--- config.mk ---
export PLATFORM = sky130hd
export DESIGN_NAME = sign_to_twoc_serial
export DESIGN_NICKNAME = d
export VERILOG_FILES = /design/src/rtl/sign_to_twoc_serial.sv
export SDC_FILE = /design/constraint.sdc
export NUM_CORES = 1
export LEC_CHECK = 0
export BUFFER_PORTS_ARGS = -buffer_cell sky130_fd_sc_hd__buf_2
export CORE_AREA = 2 2 55 57
export CTS_CLUSTER_SIZE = 14
export DETAILED_ROUTE_END_ITERATION = 8
export DIE_AREA = 0 0 57 59
export GPL_TIMING_DRIVEN = 1
export PLACE_DENSITY = 0.73
export SLEW_MARGIN = 40
export SYNTH_ARGS = -nofsm -noshare
export SYNTH_HDL_FRONTEND = slang
export SYNTH_SLANG_ARGS = --single-unit
--- constraint.sdc ---
create_clock -name clk -period 2.44 [get_ports clk]
set_input_delay 0.244 -clock clk [delete_from_list [all_inputs] [get_ports clk]]
set_output_delay 0.244 -clock clk [all_outputs]
set_load 0.005 [all_outputs]
--- src/rtl/sign_to_twoc_serial.sv ---
// sign_to_twoc_serial: bit-serial sign-magnitude to two's-complement converter; optional neg_zero output under SM2TC_NEGZERO_FLAG_EN
module sign_to_twoc_serial #(
    parameter int N = 8
) (
    input  logic         clk,
    input  logic         rst,
    input  logic         start,
    input  logic [N-1:0] A,
    output logic [N-1:0] B,
    output logic         busy,
    output logic         done
`ifdef SM2TC_NEGZERO_FLAG_EN
    ,
    output logic         neg_zero
`endif
);
    localparam int CW = $clog2(N);
    localparam logic [CW-1:0] LAST = CW'(N - 1);

    typedef enum logic [1:0] {IDLE, RUN, DONE} state_t;

    state_t        r_state, w_next;
    logic [N-1:0]  r_op, r_res, r_b;
    logic          r_s, r_carry;
    logic [CW-1:0] r_cnt;
    logic          w_accept, w_last, w_x, w_bit;

    // half-adder stage on the current bit; the sign position is forced to S so negative zero wraps to 0
    always_comb begin
        w_accept = start && (r_state == IDLE || r_state == DONE);
        w_last   = r_cnt == LAST;
        w_x      = w_last ? r_s : (r_op[0] ^ r_s);
        w_bit    = w_x ^ r_carry;
        w_next   = (r_state == RUN) ? (w_last ? DONE : RUN) : (w_accept ? RUN : IDLE);
    end

    // state register
    always_ff @(posedge clk) begin
        if (rst) r_state <= IDLE;
        else     r_state <= w_next;
    end

    // operand/result shift registers and carry; B only changes when the last bit lands
    always_ff @(posedge clk) begin
        if (rst) begin
            r_op    <= '0;
            r_res   <= '0;
            r_b     <= '0;
            r_s     <= 1'b0;
            r_carry <= 1'b0;
            r_cnt   <= '0;
        end else if (w_accept) begin
            r_op    <= A;
            r_s     <= A[N-1];
            r_carry <= A[N-1];
            r_cnt   <= '0;
            r_res   <= '0;
        end else if (r_state == RUN) begin
            r_op    <= r_op >> 1;
            r_carry <= w_x & r_carry;
            r_cnt   <= r_cnt + 1'b1;
            r_res   <= {w_bit, r_res[N-1:1]};
            if (w_last) r_b <= {w_bit, r_res[N-1:1]};
        end
    end

    assign B    = r_b;
    assign busy = r_state == RUN;
    assign done = r_state == DONE;

`ifdef SM2TC_NEGZERO_FLAG_EN
    logic r_nz;

    // remember whether the accepted operand was negative zero; flag shows only alongside done
    always_ff @(posedge clk) begin
        if (rst)           r_nz <= 1'b0;
        else if (w_accept) r_nz <= A[N-1] && (A[N-2:0] == '0);
    end

    assign neg_zero = done && r_nz;
`endif
endmodule

==> results.sh <==
export IMPL_status="finished clean"
export IMPL_startpoint_type="register"
export IMPL_wl_per_cell_um=12.0
export IMPL_yosysWarnings=0
export IMPL_grt_pass1_vias=875
export IMPL_final_common_cell="nand2_1"
export IMPL_routed_via_density=5.32
export IMPL_combPwrFrac_pct=10.5
export IMPL_io_buffers=20
export IMPL_mappedNetlistNets=151
export IMPL_final_nets=169
export IMPL_required_ps=2200
export IMPL_regArea_um2=601
export IMPL_power_density_mw_per_mm2=666
export IMPL_num_io_pins=21
export IMPL_hold_class="in -> reg"
export IMPL_synth_area_per_cell_um2=8.71
export IMPL_maxCapViolations=0
export IMPL_vias=989
export IMPL_maxSlewViolCount=0
export IMPL_ant_nets=0
export IMPL_gp_congestion=0.683
export IMPL_fin_skew_ps=7.09
export IMPL_worst_ep_arrival_time_ps=1710
export IMPL_instances_no_fill=186
export IMPL_tightest_slew_ps=405
export IMPL_cts_sinks=30
export IMPL_drc=0
export IMPL_dp_hpwl_um=1500
export IMPL_timing_final_crit_share_pct=79.9
export IMPL_synthesis_area_mm2=0.00119
export IMPL_hold_viol_final=0
export IMPL_core_mm2=0.00271
export IMPL_die_area_mm2=0.00336
export IMPL_drt_wl_total_um=2240
export IMPL_fill_cells=286
export IMPL_holdWs_ps=203
export IMPL_grt_overflow=0
export IMPL_timing_worst_setup_path_type="reg -> out"
export IMPL_post_cts_resized=0
export IMPL_antenna_cells=0
export IMPL_p_leak_nw=0.499
export IMPL_multiInputGateArea_um2=518
export IMPL_numCtsBuffers=5
export IMPL_finalSetupTns_ps=0
export IMPL_ys_types=24
export IMPL_crit_fanout=27
export IMPL_antenna_found_initial=0
export IMPL_max_slew_margin_rel_pct=73.0
export IMPL_placed_cells=179
export IMPL_setup_viol=0
export IMPL_root_buffer="clkbuf_4"
export IMPL_min_period_ps=1950
export IMPL_drive_above_1_share_pct=20.0
export IMPL_clk_pin_slew_ps=80
export IMPL_grt_max_degree=28
export IMPL_grtUsageTotal_pct=14.4
export IMPL_drt_pass1_iterations=4
export IMPL_die_h_um=59
export IMPL_rows=19
export IMPL_ys_seq_area_share_pct=50.3
export IMPL_cts_tree="built"
export IMPL_cts_buffer_depth=2
export IMPL_clkPwrFrac_pct=29.8
export IMPL_die_x_um=57
export IMPL_rsz0062_at_grt="no"
export IMPL_fmax_mhz=513
export IMPL_clock_latency_ps=320
export IMPL_power_switching_mw=0.220
export IMPL_crit_path_end_kind="output pin"
export IMPL_synthCells=137
export IMPL_post_cts_buffers=0
export IMPL_design_area_mm2=0.00131
export IMPL_place_area_mm2=0.00126
export IMPL_p_seq_share_pct=59.7
export IMPL_switching_share_pct=25.3
export IMPL_syn2layout_area_growth_pct=9.54
export IMPL_drt_iter0_markers=23
export IMPL_initial_utilization_pct=44.0
export IMPL_cts_hold_buf=0
export IMPL_peakVddDrop_mv=0.489
export IMPL_grt_pass1_wl_um=3710
export IMPL_htree_levels=2
export IMPL_p_int_mw=0.651
export IMPL_layout_common_cells="31 x nand2_1, 30 x dfxtp_1, 20 x buf_2, 19 x a21oi_1, 10 x nand3_1"
export IMPL_ys_ff_latch=30
-- registers in the layout, summed over array words and instances (netlist names) --
| signal | flops |
|---|---|
| B | 8 |
| r_op | 8 |
| r_res | 7 |
| r_cnt | 3 |
| r_state | 2 |
| r_carry | 1 |
| r_s | 1 |
-- layout make-up --
type | instances | share of cell area, %
Inverter | 1 | 0.383
Tap cell | 31 | 2.97
Timing Repair Buffer | 20 | 7.66
Clock buffer | 7 | 3.44
Multi-Input combinational cell | 97 | 39.6
Sequential cell | 30 | 45.9
-- worst max-delay path, cell delays in order, from the launching register on --
cell,delay [ps]
dfxtp_1,350
nand2b_2,380
clkinv_2,400
buf_2,250
-- metrics by stage --
step / utilization [%] / setup WS [ps] / total power, mW
6_report: 48.2 / 490 / 0.871
5_1_grt: 48.2 / 345 / 0.921
4_1_cts: 48.2 / 488 / 0.884
3_5_place_dp: 46.6 / 723 / 0.623
3_3_place_gp: 46.6 / 767 / 0.619
2_1_floorplan: - / 990 / 0.611
-- synthesized netlist by cell type --
cell | instances | area (um^2)
nand3b_1 | 1 | 7.51
clkinv_2 | 1 | 5.00
nor3_1 | 9 | 45.0
o21a_1 | 1 | 7.51
nand3_1 | 10 | 50.1
dfxtp_1 | 30 | 601
nor3_2 | 3 | 30.0
nor2_1 | 4 | 15.0
nand2b_1 | 2 | 12.5
nor2b_1 | 1 | 6.26
nand2_1 | 31 | 116
a311oi_1 | 1 | 8.76
a31oi_1 | 1 | 6.26
and2b_1 | 1 | 7.51
buf_4 | 1 | 7.51
xnor2_1 | 2 | 17.5
a21oi_1 | 19 | 95.1
buf_6 | 4 | 45.0
nand2b_2 | 2 | 17.5
clkbuf_2 | 1 | 5.00
clkbuf_1 | 2 | 7.51
ha_1 | 3 | 37.5
o22ai_1 | 6 | 37.5
buf_2 | 1 | 5.00
-- cells by family (layout without fill, tap and decap cells) --
| kind of cell | after synthesis | after routing | share of synthesized area (%) |
|---|---|---|---|
| adder cells (fa/ha/maj) | 3 | 3 | 3.14 |
| AO/OA/AOI/OAI | 28 | 28 | 13.0 |
| AND/OR/NAND/NOR | 64 | 64 | 25.8 |
| flip-flops | 30 | 30 | 50.3 |
| buffers and inverters | 10 | 28 | 6.29 |
| XOR/XNOR | 2 | 2 | 1.47 |
-- final timing paths --
| kind | from | end | slack [ps] | cells past startpoint |
|---|---|---|---|---|
| max | r_state[1] | busy | 490 | 3 |
| min reg2reg | B[2] | B[2] | 460 | 2 |
| max reg2reg | r_cnt[0] | B[7] | 710 | 7 |
| min | A[6] | r_op[6] | 200 | 3 |
-- routing by layer --
metal / part of all wire (%) / global-route usage [%] / vias to the layer above
met4: 1.6 / 5.32 / 0
met5: 0 / 0 / -
met2: 46 / 22.5 / 25
li1: - / - / 504
met3: 6.2 / 6.55 / 5
met1: 46 / 17.6 / 455
-- power groups by stage --
| stage | Combinational, mW | Sequential (mW) | Clock (mW) |
|---|---|---|---|
| final | 0.0913 | 0.520 | 0.260 |
| after global routing | 0.103 | 0.522 | 0.296 |
| after CTS | 0.0916 | 0.520 | 0.272 |
| after detailed placement | 0.0916 | 0.531 | 0 |
| after global placement | 0.0888 | 0.530 | 0 |
| after floorplan | 0.0831 | 0.528 | 0 |
No activity file was read; power rests on OpenSTA's default activity.
